File: src/rtl/decoder_pkg.sv
// rtl/decoder_pkg.sv - default widths, long-immediate opcode, FSM states and field slicing helpers
package decoder_pkg;

  localparam int         DEF_INSTR_W = 16;
  localparam int         DEF_OP_W    = 4;
  localparam int         DEF_REG_W   = 3;
  localparam int         DEF_IMM_W   = 8;
  localparam int         DEF_DATA_W  = 16;
  localparam logic [3:0] DEF_LONG_OP = 4'hF;

  // Helpers work on a word widened to MAX_W so any INSTR_W up to that fits.
  localparam int MAX_W = 32;
  typedef logic [MAX_W-1:0] word_t;

  typedef enum logic {S_OP, S_EXT} state_t;

  function automatic word_t slice_bits(input word_t w, input int msb, input int width);
    word_t mask;
    mask = (width >= MAX_W) ? '1 : ((word_t'(1) << width) - word_t'(1));
    return (w >> (msb - width + 1)) & mask;
  endfunction

  function automatic word_t field_op(input word_t w, input int instr_w, input int op_w);
    return slice_bits(w, instr_w - 1, op_w);
  endfunction

  function automatic word_t field_rd(input word_t w, input int instr_w, input int op_w,
                                     input int reg_w);
    return slice_bits(w, instr_w - op_w - 1, reg_w);
  endfunction

  function automatic word_t field_ra(input word_t w, input int imm_w, input int reg_w);
    return slice_bits(w, imm_w - 1, reg_w);
  endfunction

  function automatic word_t field_rb(input word_t w, input int imm_w, input int reg_w);
    return slice_bits(w, imm_w - reg_w - 1, reg_w);
  endfunction

  function automatic word_t field_imm(input word_t w, input int imm_w);
    return slice_bits(w, imm_w - 1, imm_w);
  endfunction

endpackage

File: src/rtl/decoder_fields.sv
// rtl/decoder_fields.sv - combinational split of one instruction word into decoder fields
// DECODER_SIGNEXT_EN selects sign extension of the short immediate.
module decoder_fields
  import decoder_pkg::*;
#(
  parameter int              INSTR_W = DEF_INSTR_W,
  parameter int              OP_W    = DEF_OP_W,
  parameter int              REG_W   = DEF_REG_W,
  parameter int              IMM_W   = DEF_IMM_W,
  parameter int              DATA_W  = DEF_DATA_W,
  parameter logic [OP_W-1:0] LONG_OP = OP_W'(DEF_LONG_OP)
) (
  input  logic [INSTR_W-1:0] instr,
  output logic [OP_W-1:0]    op,
  output logic [REG_W-1:0]   rd,
  output logic [REG_W-1:0]   ra,
  output logic [REG_W-1:0]   rb,
  output logic [DATA_W-1:0]  imm_short,
  output logic [DATA_W-1:0]  imm_word,
  output logic               is_long
);

  word_t            w;
  logic [IMM_W-1:0] imm_raw;

  assign w       = word_t'(instr);
  assign op      = OP_W'(field_op(w, INSTR_W, OP_W));
  assign rd      = REG_W'(field_rd(w, INSTR_W, OP_W, REG_W));
  assign ra      = REG_W'(field_ra(w, IMM_W, REG_W));
  assign rb      = REG_W'(field_rb(w, IMM_W, REG_W));
  assign imm_raw = IMM_W'(field_imm(w, IMM_W));
  assign is_long = (op == LONG_OP);

  // A second-word immediate is taken verbatim, never extended.
  assign imm_word = instr[DATA_W-1:0];

`ifdef DECODER_SIGNEXT_EN
  assign imm_short = DATA_W'($signed(imm_raw));
`else
  assign imm_short = DATA_W'(imm_raw);
`endif

endmodule

File: src/rtl/decoder_pipe.sv
// rtl/decoder_pipe.sv - pipelined instruction decoder with handshake, flush and two-word long immediates
// DECODER_SIGNEXT_EN selects sign extension of the short immediate.
module decoder_pipe
  import decoder_pkg::*;
#(
  parameter int              INSTR_W = DEF_INSTR_W,
  parameter int              OP_W    = DEF_OP_W,
  parameter int              REG_W   = DEF_REG_W,
  parameter int              IMM_W   = DEF_IMM_W,
  parameter int              DATA_W  = DEF_DATA_W,
  parameter logic [OP_W-1:0] LONG_OP = OP_W'(DEF_LONG_OP)
) (
  input  logic               clk,
  input  logic               reset,
  input  logic               flush,
  input  logic               in_valid,
  output logic               in_ready,
  input  logic [INSTR_W-1:0] instr,
  output logic               out_valid,
  input  logic               out_ready,
  output logic [OP_W-1:0]    op,
  output logic [REG_W-1:0]   rD_select,
  output logic [REG_W-1:0]   rA_select,
  output logic [REG_W-1:0]   rB_select,
  output logic [DATA_W-1:0]  immediate,
  output logic               imm_long
);

  state_t state, state_next;

  logic [OP_W-1:0]   f_op;
  logic [REG_W-1:0]  f_rd, f_ra, f_rb;
  logic [DATA_W-1:0] f_imm_short, f_imm_word;
  logic              f_is_long;

  logic [OP_W-1:0]   hold_op;
  logic [REG_W-1:0]  hold_rd, hold_ra, hold_rb;

  logic accept, load_out, long_start;

  decoder_fields #(
    .INSTR_W (INSTR_W),
    .OP_W    (OP_W),
    .REG_W   (REG_W),
    .IMM_W   (IMM_W),
    .DATA_W  (DATA_W),
    .LONG_OP (LONG_OP)
  ) u_fields (
    .instr     (instr),
    .op        (f_op),
    .rd        (f_rd),
    .ra        (f_ra),
    .rb        (f_rb),
    .imm_short (f_imm_short),
    .imm_word  (f_imm_word),
    .is_long   (f_is_long)
  );

  always_ff @(posedge clk) begin
    if (reset) state <= S_OP;
    else       state <= state_next;
  end

  always_comb begin
    state_next = state;
    if (flush) begin
      state_next = S_OP;
    end else if (accept) begin
      case (state)
        S_OP:    if (f_is_long) state_next = S_EXT;
        S_EXT:   state_next = S_OP;
        default: state_next = S_OP;
      endcase
    end
  end

  // Reset and flush both close the input so nothing is half-accepted around them.
  always_comb begin
    in_ready   = !reset && !flush && (!out_valid || out_ready);
    accept     = in_valid && in_ready;
    long_start = accept && (state == S_OP) && f_is_long;
    load_out   = accept && ((state == S_EXT) || !f_is_long);
  end

  always_ff @(posedge clk) begin
    if (reset) begin
      hold_op <= '0;
      hold_rd <= '0;
      hold_ra <= '0;
      hold_rb <= '0;
    end else if (long_start) begin
      hold_op <= f_op;
      hold_rd <= f_rd;
      hold_ra <= f_ra;
      hold_rb <= f_rb;
    end
  end

  always_ff @(posedge clk) begin
    if (reset) begin
      out_valid <= 1'b0;
      op        <= '0;
      rD_select <= '0;
      rA_select <= '0;
      rB_select <= '0;
      immediate <= '0;
      imm_long  <= 1'b0;
    end else if (flush) begin
      out_valid <= 1'b0;
    end else if (load_out) begin
      out_valid <= 1'b1;
      if (state == S_EXT) begin
        op        <= hold_op;
        rD_select <= hold_rd;
        rA_select <= hold_ra;
        rB_select <= hold_rb;
        immediate <= f_imm_word;
        imm_long  <= 1'b1;
      end else begin
        op        <= f_op;
        rD_select <= f_rd;
        rA_select <= f_ra;
        rB_select <= f_rb;
        immediate <= f_imm_short;
        imm_long  <= 1'b0;
      end
    end else if (out_ready) begin
      out_valid <= 1'b0;
    end
  end

endmodule
File: config.mk
export PLATFORM = sky130hd
export DESIGN_NAME = decoder_pipe
export DESIGN_NICKNAME = d
export VERILOG_FILES = /design/src/rtl/decoder_pkg.sv /design/src/rtl/decoder_fields.sv /design/src/rtl/decoder_pipe.sv
export SDC_FILE = /design/constraint.sdc
export NUM_CORES = 1
export LEC_CHECK = 0
export ABC_AREA = 1
export BUFFER_PORTS_ARGS = -buffer_cell sky130_fd_sc_hd__buf_4
export CORE_AREA = 2 2 74 58
export DETAILED_ROUTE_END_ITERATION = 10
export DIE_AREA = 0 0 76 60
export MAX_ROUTING_LAYER = met4
export PLACE_DENSITY = 0.84
export SETUP_SLACK_MARGIN = 0.3
export SLEW_MARGIN = 20
export SYNTH_ARGS = -nofsm -noshare
export SYNTH_HDL_FRONTEND = slang
export SYNTH_SLANG_ARGS = --single-unit
File: constraint.sdc
create_clock -name clk -period 1.65 [get_ports clk]
set_input_delay 0.33 -clock clk [delete_from_list [all_inputs] [get_ports clk]]
set_output_delay 0.33 -clock clk [all_outputs]
set_load 0.03 [all_outputs]
# ---- Word level (Yosys, flattened, before mapping)
# Cells that the tools add are included.
dict set report word_totals {
  regBits 45
  latchBits 0
  ramBits 0
  mem_bits_ro 0
  mem_count 0
}
dict set report classes {
  addsub 0
  mul 0
  div 0
  magnitude_cmp 0
  n_eq_ne 1
  shifts 0
  mux 10
  bitwise_logic 2
  reduce_logical 15
}
# op count
set op_table {}
lappend op_table {{16-bit two-way mux} 1}
lappend op_table {{3-bit two-way mux} 3}
lappend op_table {{1-bit logical AND} 6}
lappend op_table {{4-bit equality test, second input constant} 1}
lappend op_table {{1-bit logical NOT} 4}
lappend op_table {{1-bit two-way mux} 4}
lappend op_table {{4-bit two-way mux} 1}
lappend op_table {{1-bit logical OR} 2}
lappend op_table {{1-bit inverter} 2}
lappend op_table {{1-bit case mux with 2 select lines} 1}
lappend op_table {{2-bit AND reduction} 1}
lappend op_table {{2-bit nonzero test} 1}
lappend op_table {{2-bit OR reduction} 1}

# ---- Longest topological paths before layout
dict set report logic_depth {
  depth_word 6
  ltp_mapped 8
}

# ---- Hierarchy
# A second synthesis with hierarchy kept.
dict set report hier_totals {
  hier_cells 420
  area_unflattened_um2 2738.9
}
# mod n_inst cells_each area_per_inst_um2
set by_module_without_submodules {}
lappend by_module_without_submodules {decoder_pipe 1 371 2386.0}
lappend by_module_without_submodules {decoder_fields 1 49 352.8}

# ---- Worst setup path after synthesis
# Ideal clock, no wire load.
dict set report synth_path {
  path_type {reg-to-reg}
  startpoint {reg out_valid}
  endpoint {reg imm_long}
  setup_time_ps 113
  t_arrival_ps 1171
  setup_slack_ps 366
  path_stages_with_launch 8
  synth_period_minus_slack_ps 1284
  path_cell_list {dfxtp_1 > nand2_1 > nand3_1 > nor2_2 > buf_4 > buf_6 > nor2_1 > nor2_1}
}
dict set report synth_via {
  elab_chain_cells 6
}
# item line
set synth_rtl {}
lappend synth_rtl {{start, declared} decoder_pipe.sv:19} ;# output logic out_valid,
lappend synth_rtl {{start signal, assigned} decoder_pipe.sv:101} ;# out_valid <= 1'b0;
lappend synth_rtl {{start signal, assigned} decoder_pipe.sv:109} ;# out_valid <= 1'b0;
lappend synth_rtl {{start signal, assigned} decoder_pipe.sv:111} ;# out_valid <= 1'b1;
lappend synth_rtl {{1-bit logical NOT} decoder_pipe.sv:79} ;# in_ready = !reset && !flush && (!out_valid || out_ready);
lappend synth_rtl {{1-bit logical OR} decoder_pipe.sv:79}
lappend synth_rtl {{1-bit logical AND} decoder_pipe.sv:79}
lappend synth_rtl {{1-bit logical AND} decoder_pipe.sv:80} ;# accept = in_valid && in_ready;
lappend synth_rtl {{1-bit logical AND} decoder_pipe.sv:82} ;# load_out = accept && ((state == S_EXT) || !f_is_long);
lappend synth_rtl {{2-bit AND reduction (no source line)} n/a}
lappend synth_rtl {{end signal, assigned} decoder_pipe.sv:107} ;# imm_long <= 1'b0;
lappend synth_rtl {{end signal, assigned} decoder_pipe.sv:118} ;# imm_long <= 1'b1;
lappend synth_rtl {{end signal, assigned} decoder_pipe.sv:125} ;# imm_long <= 1'b0;
lappend synth_rtl {{end, declared} decoder_pipe.sv:26} ;# output logic imm_long
# Every way passes these cells.
# A chain may end at the register's enable or synchronous reset.

# ---- Final worst setup path
dict set report layout_path {
  startpoint {reg out_valid}
  endpoint {out in_ready}
}
dict set report layout_via {
  elab_chain_cells 3
}
# item line
set layout_rtl {}
lappend layout_rtl {{1-bit logical NOT} decoder_pipe.sv:79}
lappend layout_rtl {{1-bit logical OR} decoder_pipe.sv:79}
lappend layout_rtl {{1-bit logical AND} decoder_pipe.sv:79}
lappend layout_rtl {{end, declared} decoder_pipe.sv:17} ;# output logic in_ready,
# Every way passes these cells.

==> flow_summary.yaml <==
status:
  status: "completed"
die:
  die_area_mm2: 0.00456
  core_mm2: 0.00388
  ioPinCount: 53
  initial_utilization_pct: 48.7
  die_w_um: 76
  die_h_um: 60
  rows: 20
placement:
  portBuffers: 52
  dpl.hpwl_um: 2710
  gp_congestion: 0.835
  post-place-ws_ns: 0.206
setup_path:
  endpoint_kind: "output port"
  ff2ff_path_depth: 7
  worstPathMaxFanout: 3
  crit_type: "reg2out"
  rrSetupSlack_ns: 0.41
  timing.rr.start: "state$_SDFFE_PP0P_"
  cp.arrival_ns: 0.95
  reg2reg_to: "rA_select[2]$_SDFFE_PP0P_"
  crit_path_start_kind: "flip-flop"
  cp_data_required_time_ns: 1.32
clocking:
  clkSinkCount: 45
  htree_num_levels: 2
  postCtsSetupBuffers: 0
  cts_buffer_depth: 2
  cts_tree: "done"
  cts-root-buf: "clkbuf_8"
  clk_latency_ns: 0.30
  cts_inserted_buffers: 5
  clk_pin_slew_worst_paths_ns: 0.08
finish:
  nNetsFinal: 364
  final_common_cell: "nor2_1"
  layout-drive-gt1-share_pct: 21.2
  antenna_cells: 0
  syn_to_final_growth_pct: 30.7
  layout_common_cells: "nor2_1, nand2_1, buf_4"
logic_synthesis:
  synth_seq_area_share_pct: 47.7
  synth_cell_types: 15
  netlist_instances: 293
  synth_top_family_by_area: "simple AND/OR/NAND/NOR gates"
  synth_compound_area_share_pct: 4.63
  synth_simple_gate_area_share_pct: 40.1
  syn_nets: 314
  synthXorXnorAreaFrac_pct: 0
  synth_area_mm2: 0.00189
  synth_warnings: 0
  ys_seq_elements: 45
  syn_avg_cell_area_um2: 6.45
  synth_adder_area_share_pct: 0
  muxShareOfSynthArea_pct: 0
min_path:
  min_from: "reset"
  min_path_cells: 2
  holdPathEnd: "hold_op[0]$_SDFFE_PP0P_"
  min_path_type: "in2reg"
sta:
  finalCriticalPeriod_ns: 1.28
  min_period_over_period_pct: 77.8
  setup-tns-final_ns: 0
  setup_ws_ns: 0.366
  finalMaxSlewViolations: 0
  hold_viol_final: 0
  rsz0062_at_grt: "yes"
  worst_pin_slew_ns: 0.305
  finalClockSkew_ns: 0.00713
  slew_headroom_pct: 79.7
  setup_violations: 0
  fmax_mhz: 779
job:
  cap_violations: 0
global_routing:
  grt_pass1_vias: 1587
  overflow: 0
  grt_antenna_before_repair: 0
  grt_start_max_net_pins: 34
  grt_pass1_wl_um: 6810
  grt_usage_pct: 19.7
route:
  drc_errors: 0
  num_vias: 1830
  ant_nets: 0
  drtIter0Drc: 68
  routed_wirelength_um: 4000
  drt-vias-per-instance: 4.59
  wl_per_cell_um: 10.0
  first_pass_iters: 5
pwr:
  peakVddDrop_v: 0.000644
  power.density_mw_per_mm2: 908
  power_leakage_nw: 1.20
  power_mw: 2.24
[routing by layer]
layer  part of all wire (%)  routed length [um]  GRT usage (%)
met1                     49                1940           22.4
met2                     45                1810           34.3
met3                    4.5                 180           4.83
met4                    1.6                  65           7.79
met5                      0                   0              -
[sequential cells by signal (all words and copies together) (netlist names)]
register   flops
rD_select      3
hold_ra        3
immediate     16
hold_op        4
op             4
hold_rb        3
state          1
imm_long       1
out_valid      1
hold_rd        3
rA_select      3
rB_select      3
[synth_stat cells (all sizes together)]
cell type	count	area share, %
dfxtp	45	48
a21boi	5	2.0
o21ai	1	0.26
clkbuf	4	0.79
inv	18	3.6
a21oi	9	2.4
buf	11	3.2
nor2	102	21
nand2	96	19
nand3	2	0.53
[power breakdown]
part           leakage (nW)  internal [mW]  total [mW]  switching (mW)
Sequential            0.367           1.13        1.15          0.0221
Clock                0.0542          0.379       0.742           0.364
Combinational         0.782          0.142       0.353           0.211
[cell families after synthesis]
group	Yosys count
and+or+nand+nor	200
DFF	45
buffers and inverters	33
AOI/OAI and AO/OA	15
[worst max-delay path, cell delays in order (launching register included)]
cell     delay [ns]
dfxtp_2        0.34
nand2_2        0.07
nand2_2        0.06
inv_1          0.04
buf_4          0.15
[worst max path at each step]
stage,to,cells past startpoint,start,slack (ns)
floorplan,imm_long$_SDFFE_PP0P_,7,out_valid$_SDFFE_PP0P_,0.37
global placement,op[1]$_SDFFE_PP0P_,8,reset,0.27
detailed placement,hold_rb[1]$_SDFFE_PP0P_,8,reset,0.21
CTS,in_ready,4,out_valid$_SDFFE_PP0P_,0.32
global route,rD_select[0]$_SDFFE_PP0P_,6,state$_SDFFE_PP0P_,0.31
finish,in_ready,4,out_valid$_SDFFE_PP0P_,0.37
[final cells by class]
type / count / area, um^2
Fill cell: 372 / 1410
Sequential cell: 45 / 902
Multi-Input combinational cell: 215 / 858
Timing Repair Buffer: 58 / 473
Clock buffer: 7 / 96.3
Tap cell: 55 / 68.8
Inverter: 18 / 67.6
Clock inverter: 1 / 5.00
[timing repair]
| action | 4_1_cts | 5_1_grt |
|---|---|---|
| hold buffers | 0 | 0 |
| gates resized for setup | 0 | 4 |
| endpoints found under the setup margin | 0 | 5 |
[stage by stage]
step / utilization, % / hold WS (ns) / std cells / instance area (um^2)
final: 63.7 / 0.241 / 399 / 2470
after global routing: 63.7 / 0.235 / 399 / 2470
after CTS: 63.5 / 0.234 / 399 / 2460
after detailed placement: 60.9 / 0.460 / 391 / 2360
after global placement: 60.9 / 0.459 / 391 / 2360
after floorplan: - / 0.402 / 293 / 1890
Power figures use the tool's default switching activity.
